**src/rtl/uart_pkg.sv**
```systemverilog
`default_nettype none
// ============================================================================
// Module      : uart_pkg
// Description : Constants and FSM state encoding shared by the UART TX/RX.
// Revision    : 1.0 - initial release
// ============================================================================
package uart_pkg;

    localparam int UART_OS     = 16;
    localparam int UART_DATA_W = 8;
    localparam int UART_CLK_HZ = 50_000_000;
    localparam int UART_BAUD   = 115200;

    typedef enum logic [2:0] {
        ST_IDLE  = 3'd0,
        ST_START = 3'd1,
        ST_DATA  = 3'd2,
        ST_STOP  = 3'd3,
        ST_BREAK = 3'd4
    } uart_state_t;

endpackage
`default_nettype wire

```
**src/rtl/uart_os_tick.sv**
```systemverilog
`default_nettype none
// ============================================================================
// Module      : uart_os_tick
// Description : Oversample tick divider with synchronous restart.
// Revision    : 1.0 - initial release
// ============================================================================
module uart_os_tick #(
    parameter int DIV = 27
) (
    input  logic clk,
    input  logic rst,
    input  logic restart,
    output logic os_tick
);

    localparam int            c_cnt_w = (DIV > 1) ? $clog2(DIV) : 1;
    localparam logic [c_cnt_w-1:0] c_last = c_cnt_w'(DIV - 1);

    logic [c_cnt_w-1:0] r_cnt;

    always_ff @(posedge clk or posedge rst) begin
        if (rst) begin
            r_cnt <= '0;
        end else if (restart || (r_cnt == c_last)) begin
            r_cnt <= '0;
        end else begin
            r_cnt <= r_cnt + c_cnt_w'(1);
        end
    end

    // Suppressed during restart so the first tick lands a full DIV after the start edge
    assign os_tick = (r_cnt == c_last) && !restart;

endmodule
`default_nettype wire

```
**src/rtl/uart_rx.sv**
```systemverilog
`default_nettype none
// ============================================================================
// Module      : uart_rx
// Description : 8N1 UART receiver, 16x oversampling with majority vote,
//               valid/ready byte output, framing-error and overrun pulses.
// Revision    : 1.0 - initial release
// ============================================================================
module uart_rx
    import uart_pkg::*;
#(
    parameter int CLK_HZ = UART_CLK_HZ,
    parameter int BAUD   = UART_BAUD,
    parameter int OS     = UART_OS,
    parameter int DIV    = CLK_HZ / (BAUD * OS)
) (
    input  logic                   clk,
    input  logic                   rst,
    input  logic                   rxd,
    output logic [UART_DATA_W-1:0] rx_data,
    output logic                   rx_valid,
    input  logic                   rx_ready,
    output logic                   frame_err,
    output logic                   overrun,
    output logic                   rx_busy
);

    logic                   r_sync1;
    logic                   r_rxs;
    uart_state_t            r_state;
    uart_state_t            w_state_nxt;
    logic [3:0]             r_os_cnt;
    logic [2:0]             r_bit_idx;
    logic                   r_smp7;
    logic                   r_smp8;
    logic [UART_DATA_W-1:0] r_shift;
    logic [UART_DATA_W-1:0] r_rx_data;
    logic                   r_rx_valid;
    logic                   r_frame_err;
    logic                   r_overrun;

    logic w_os_tick;
    logic w_restart;
    logic w_maj;
    logic w_decide;
    logic w_bit_end;
    logic w_shift_en;
    logic w_deliver;
    logic w_ferr;

    always_ff @(posedge clk or posedge rst) begin
        if (rst) begin
            r_sync1 <= 1'b1;
            r_rxs   <= 1'b1;
        end else begin
            r_sync1 <= rxd;
            r_rxs   <= r_sync1;
        end
    end

    uart_os_tick #(
        .DIV     (DIV)
    ) u_os_tick (
        .clk     (clk),
        .rst     (rst),
        .restart (w_restart),
        .os_tick (w_os_tick)
    );

    // Third vote is the live sample on the decision tick
    assign w_maj     = (r_smp7 & r_smp8) | (r_smp7 & r_rxs) | (r_smp8 & r_rxs);
    assign w_decide  = w_os_tick && (r_os_cnt == 4'd9);
    assign w_bit_end = w_os_tick && (r_os_cnt == 4'd15);

    always_ff @(posedge clk or posedge rst) begin
        if (rst) begin
            r_state <= ST_IDLE;
        end else begin
            r_state <= w_state_nxt;
        end
    end

    always_comb begin
        w_state_nxt = r_state;
        w_restart   = 1'b0;
        w_shift_en  = 1'b0;
        w_deliver   = 1'b0;
        w_ferr      = 1'b0;
        case (r_state)
            ST_IDLE: begin
                if (!r_rxs) begin
                    w_state_nxt = ST_START;
                    w_restart   = 1'b1;
                end
            end
            ST_START: begin
                if (w_decide && w_maj) begin
                    w_state_nxt = ST_IDLE;
                end else if (w_bit_end) begin
                    w_state_nxt = ST_DATA;
                end
            end
            ST_DATA: begin
                w_shift_en = w_decide;
                if (w_bit_end && (r_bit_idx == 3'd7)) begin
                    w_state_nxt = ST_STOP;
                end
            end
            ST_STOP: begin
                // Leave at mid-stop so a start edge right after the stop bit is seen
                if (w_decide) begin
                    if (w_maj) begin
                        w_deliver   = 1'b1;
                        w_state_nxt = ST_IDLE;
                    end else begin
                        w_ferr      = 1'b1;
                        w_state_nxt = ST_BREAK;
                    end
                end
            end
            ST_BREAK: begin
                if (r_rxs) begin
                    w_state_nxt = ST_IDLE;
                end
            end
            default: begin
                w_state_nxt = ST_IDLE;
            end
        endcase
    end

    always_ff @(posedge clk or posedge rst) begin
        if (rst) begin
            r_os_cnt  <= 4'd0;
            r_bit_idx <= 3'd0;
            r_smp7    <= 1'b1;
            r_smp8    <= 1'b1;
            r_shift   <= '0;
        end else begin
            if (w_restart || (r_state == ST_IDLE)) begin
                r_os_cnt  <= 4'd0;
                r_bit_idx <= 3'd0;
            end else if (w_os_tick) begin
                r_os_cnt <= r_os_cnt + 4'd1;
                if ((r_state == ST_DATA) && (r_os_cnt == 4'd15)) begin
                    r_bit_idx <= r_bit_idx + 3'd1;
                end
            end
            if (w_os_tick && (r_os_cnt == 4'd7)) begin
                r_smp7 <= r_rxs;
            end
            if (w_os_tick && (r_os_cnt == 4'd8)) begin
                r_smp8 <= r_rxs;
            end
            if (w_shift_en) begin
                r_shift <= {w_maj, r_shift[UART_DATA_W-1:1]};
            end
        end
    end

    // Holding register: accept and deliver in one cycle is a reload, not an overrun
    always_ff @(posedge clk or posedge rst) begin
        if (rst) begin
            r_rx_data   <= '0;
            r_rx_valid  <= 1'b0;
            r_frame_err <= 1'b0;
            r_overrun   <= 1'b0;
        end else begin
            r_frame_err <= w_ferr;
            r_overrun   <= 1'b0;
            if (w_deliver) begin
                if (!r_rx_valid || rx_ready) begin
                    r_rx_data  <= r_shift;
                    r_rx_valid <= 1'b1;
                end else begin
                    r_overrun <= 1'b1;
                end
            end else if (r_rx_valid && rx_ready) begin
                r_rx_valid <= 1'b0;
            end
        end
    end

    assign rx_data   = r_rx_data;
    assign rx_valid  = r_rx_valid;
    assign frame_err = r_frame_err;
    assign overrun   = r_overrun;
    assign rx_busy   = (r_state != ST_IDLE);

endmodule
`default_nettype wire
```
**config.mk**
```make
export PLATFORM = sky130hd
export DESIGN_NAME = uart_rx
export DESIGN_NICKNAME = d
export VERILOG_FILES = /design/src/rtl/uart_pkg.sv /design/src/rtl/uart_os_tick.sv /design/src/rtl/uart_rx.sv
export SDC_FILE = /design/constraint.sdc
export NUM_CORES = 1
export LEC_CHECK = 0
export ABC_CLOCK_PERIOD_IN_PS = 5260
export CAP_MARGIN = 10
export CORE_MARGIN = 10
export CORE_UTILIZATION = 53
export CTS_BUF_LIST = sky130_fd_sc_hd__clkbuf_8
export CTS_CLUSTER_SIZE = 12
export DETAILED_ROUTE_END_ITERATION = 16
export GPL_TIMING_DRIVEN = 0
export PLACE_DENSITY = 0.74
export SYNTH_ARGS = -nofsm -noshare
export SYNTH_HDL_FRONTEND = slang
export SYNTH_SLANG_ARGS = --single-unit
export TNS_END_PERCENT = 5
```
**constraint.sdc**
```tcl
create_clock -name clk -period 5.26 [get_ports clk]
set_clock_uncertainty 0.15 [all_clocks]
set_input_delay 1.052 -clock clk [delete_from_list [all_inputs] [get_ports clk]]
set_output_delay 1.052 -clock clk [all_outputs]
set_load 0.005 [all_outputs]
```
### After elaboration in Yosys (flattened, before gate mapping)

Index checks and enable logic that the tools add are counted.

* flip-flop bits (word level): 38
* bits of input ports: 4
* word-level logic and storage cells: 88

* add/subtract/negate cells: 3
* equal/unequal tests: 16
* mux-type cells: 28
* bitwise operators: 5
* reduce and logical (&&, ||, !) cells: 23

Operator list (number)
* $mux 3: 10
* $pmux 3 s5: 1
* $mux 1: 14
* $eq 4x4->1 const B: 3
* $logic_and 1x1->1: 9
* $mux 4: 2
* $ne 2x2->1 const B: 4
* $eq 3x2->1 const B: 2
* $eq 3x3->1 const B: 2
* $reduce_and 2->1: 3
* $reduce_bool 2->1: 3
* $add 5x1->5 const B: 1
* $eq 5x5->1 const B: 1
* $mux 5: 1
* $reduce_and 5->1: 1
* $add 4x1->4 const B: 1
* $eq 4x3->1 const B: 1
* $add 3x1->3 const B: 1
* $and 1x1->1: 3
* $eq 3x1->1 const B: 1
* $logic_not 3->1: 1
* $logic_or 1x1->1: 3
* $ne 3x3->1 const B: 1
* $reduce_bool 3->1: 1
* other kinds (3): 5

### Depth between registers and ports, before layout

* depth after elaboration: 9
* gate-level depth with buffers: 7
* gate-level depth less buffers: 6

### Cells and area by module

Synthesis repeated with hierarchy kept, for this count alone.

* cell total of the unflattened synthesis: 139
* area, all modules: 1775.5 um^2

Modules (own cells, without submodules)
* uart_rx: times used 1, cells each 115, area an instance 1496.4 um^2, sequential area each 830.8 um^2
* uart_os_tick: times used 1, cells each 24, area an instance 279.0 um^2, sequential area each 125.1 um^2

### Worst setup path before layout

OpenSTA, ideal clock, no wires.

* kind: reg-to-output
* start point: register r_state[0]
* end point: output port rx_busy
* data arrival time: 0.955 ns
* path slack: 3.103 ns
* cell stages (with the launch flop): 4
* cells stage by stage: dfrtp_1 buf_2 nor3_1 inv_1

* cells in the longest elaborated chain, start to end: 1

RTL lines
* start: declaration: RTL line uart_rx.sv:29 `uart_state_t r_state;`
* start signal: assignment: RTL line uart_rx.sv:78 `r_state <= w_state_nxt;`
* $reduce_bool 3->1: RTL line uart_rx.sv:187 `assign rx_busy = (r_state != ST_IDLE);`
* end: declaration: RTL line uart_rx.sv:24 `output logic rx_busy`

No other way between the ends.

### Final worst setup path

Same ends and word-level chain as after synthesis.

==> impl_metrics.json <==
{
  "r2r_end": "rx_data[4]",
  "cts_resized": 0,
  "clkPwrFrac_pct": 45.2,
  "power.switching_w": 0.000106,
  "worstHoldPathCells": 0,
  "numCtsBuffers": 5,
  "detailedRoute.firstIterationViolations": 52,
  "critical_path.cell_chain": "buf_2 -> nor3_1 -> inv_1 -> clkdlybuf4s50_1",
  "syn_nets": 160,
  "drive_above_1_share_pct": 24.3,
  "die_area_sq_um": 6020,
  "clk_pin_slew_ns": 0.07,
  "wirelength_um": 3180,
  "antenna_cells": 0,
  "drtAntennaViolNets": 0,
  "die_h_um": 77.6,
  "worstSetupStartpointType": "flop",
  "power_frac_comb_pct": 1.9,
  "drc": 0,
  "antenna_found_initial": 0,
  "ys_warn_count": 0,
  "path_buf_inv": 3,
  "clockBufferDepth": 2,
  "cts.sinks": 38,
  "final_cell_mix": "dfrtp_1 (34), mux2_2 (18), clkdlybuf4s50_1 (15), nand2_1 (12), nand3_1 (12)",
  "die_w_um": 77.6,
  "layout.cells.non_filler": 217,
  "power.internal_w": 0.000450,
  "syn-instance-count": 149,
  "io_buffers": 15,
  "hold_path_startpoint": "r_sync1",
  "grt_pass1_wl_um": 5470,
  "critical-path-top-delay-family": "buffers and inverters",
  "power.leakage_nw": 0.992,
  "max_freq_ghz": 0.329,
  "rsz0062_at_grt": "no",
  "syn_area_sq_um": 1760,
  "n_fill_cell": 248,
  "slew_headroom_pct": 52.3,
  "initial_core_util_pct": 56.7,
  "route.vias.total": 1140,
  "grt_pass1_vias": 1201,
  "synthArstFlopShare_pct": 100,
  "area_growth_pct": 19.8,
  "seq_area_frac_synth_pct": 54.3,
  "timing.reg2reg.setup_slack_ns": 3.06,
  "setup_viol_count_final": 0,
  "hold_path.class": "flop to flop",
  "max_stage_delay_ns": 0.46,
  "synth-edff-count": 0,
  "root_buffer": "clkbuf_8",
  "reg2regPathDepth": 7,
  "final.min_clock_period_ns": 3.04,
  "swShare_pct": 19.0,
  "dpl.hpwl_um": 2350,
  "cap_violations": 0,
  "rows": 20,
  "peakVddDrop_v": 0.000218,
  "via_per_inst": 5.25,
  "cp_slowest_cell": "clkdlybuf4s50_1",
  "yosysTopAreaCell": "dfrtp_1",
  "grt_max_degree": 23,
  "min_delay_worst_endpoint": "r_rxs",
  "ys_ff_latch": 38,
  "critPathKind": "flop to output pin",
  "critical_path.endpoint_type": "output pin",
  "powerDensity_nw_per_um2": 264,
  "yosysTopAreaCellShare_pct": 48.4,
  "insertion_delay_ns": 0.29,
  "layout_commonest_cell": "dfrtp_1",
  "crit_path_max_fanout": 10,
  "grtUsageTotal_pct": 11.2,
  "syn_area_per_cell_sq_um": 11.8,
  "layout.nets": 183,
  "synth.distinct_cells": 38,
  "seqPwrFrac_pct": 52.9,
  "detail_route.wl_per_cell_um": 14.7,
  "htree_levels": 2,
  "r2r-start": "u_os_tick.r_cnt[0]",
  "final-max-slew-violation-count": 0,
  "ctsHoldBuffers": 0,
  "ys_top_cells_by_area": "dfrtp_1 (48%), mux2_2 (12%), dfstp_2 (6.0%)",
  "cts_setup_buffers": 0,
  "setup_tns_ns": 0,
  "crit_required_ns": 4.06,
  "dp_cells": 209,
  "worst_slew_pin_slew_ns": 0.706,
  "yosys_most_used_dff": "dfrtp_1",
  "core_sq_um": 3100,
  "cts_tree": "yes",
  "finalCritPeriodShare_pct": 57.8,
  "status": "complete, no violations",
  "gr-total-overflow": 0,
  "hold_viol": 0,
  "io_pins": 16,
  "arrival_ns": 1.84,
  "drtPass1Iterations": 4,
  "place_congestion": 0.770
}
power by group through the flow:
stage	Clock, W	Sequential (W)	Combinational (W)
floorplan	0	0.000300	0.00000459
global placement	0	0.000300	0.00000805
detailed placement	0	0.000300	0.0000110
CTS	0.000256	0.000294	0.0000110
global route	0.000272	0.000294	0.0000119
finish	0.000252	0.000294	0.0000104
cell type report:
class | instances | area [sq um] | share of cell area, %
Multi-Input combinational cell | 101 | 752 | 35.7
Timing Repair Buffer | 16 | 178 | 8.43
Tap cell | 44 | 55.1 | 2.61
Buffer | 5 | 32.5 | 1.54
Clock inverter | 2 | 33.8 | 1.60
Inverter | 5 | 18.8 | 0.890
Clock buffer | 6 | 82.6 | 3.92
Sequential cell | 38 | 956 | 45.3
worst max path at each step:
stage | to | slack [ns] | from | depth (start not counted)
after floorplan | rx_busy | 3.10 | r_state[0] | 3
after global placement | rx_data[0] | 2.46 | rst | 2
after detailed placement | rx_data[4] | 2.45 | rx_ready | 4
after CTS | rx_busy | 2.21 | r_state[0] | 4
after global routing | rx_busy | 2.12 | r_state[0] | 4
final | rx_busy | 2.22 | r_state[0] | 4
synthesized netlist by cell type (all sizes together) (2+ instances only):
master / n
mux2: 18
and3b: 2
buf: 4
or2: 2
nand3b: 2
nor3b: 3
nor3: 4
a21oi: 4
nand2: 13
dfstp: 4
o21ai: 3
nor2: 10
nand3: 14
xor2: 4
dfrtp: 34
ha: 7
inv: 5
registers in the layout (all words and copies together), names as in the netlist:
name,flops
u_os_tick.r_cnt,5
overrun,1
r_smp7,1
r_os_cnt,4
r_bit_idx,3
rx_valid,1
r_state,3
frame_err,1
r_shift,8
r_sync1,1
r_smp8,1
r_rxs,1
rx_data,8
worst reg2reg max path: cells and delay by family, from the launching register on:
| family | cells | cell delay, ns |
|---|---|---|
| buffers and inverters | 2 | 0.24 |
| AND/OR/NAND/NOR | 3 | 0.72 |
| multiplexers | 1 | 0.40 |
| flip-flops | 1 | 0.41 |
| adder cells (fa/ha/maj) | 1 | 0.16 |
stage by stage:
stage	power (W)	instance area (sq um)	setup WS [ns]	hold WS [ns]	utilization, %
global route	0.000578	2110	2.12	0.217	67.9
CTS	0.000561	2110	2.21	0.207	67.9
floorplan	0.000304	1760	3.10	0.195	-
detailed placement	0.000311	1990	2.45	0.197	64.2
finish	0.000556	2110	2.22	0.208	67.9
global placement	0.000308	1960	2.46	0.196	63.3
cells by family (layout without fill, tap and decap cells):
kind of cell               count (synthesis)  after routing  share of synthesized area (%)
and+or+nand+nor                           60             60                           19.9
buffers and inverters                     10             34                           2.92
DFF                                       38             38                           54.3
muxes                                     18             18                           11.5
adders and majority gates                  8              8                           5.55
xor gates and xnor gates                   5              5                           2.49
AOI/OAI and AO/OA                         10             10                           3.27
per-layer routing:
layer  wire [um]  track usage, %  up-vias  share of wire, %
met5           0               0        -                 0
met4          44            3.83        0               1.4
met3         143            4.26        7               4.5
met2        1600            19.2       15                50
met1        1390            12.4      554                44
li1            -               -      564                 -
Note: power is estimated with default switching activity, not from simulation.
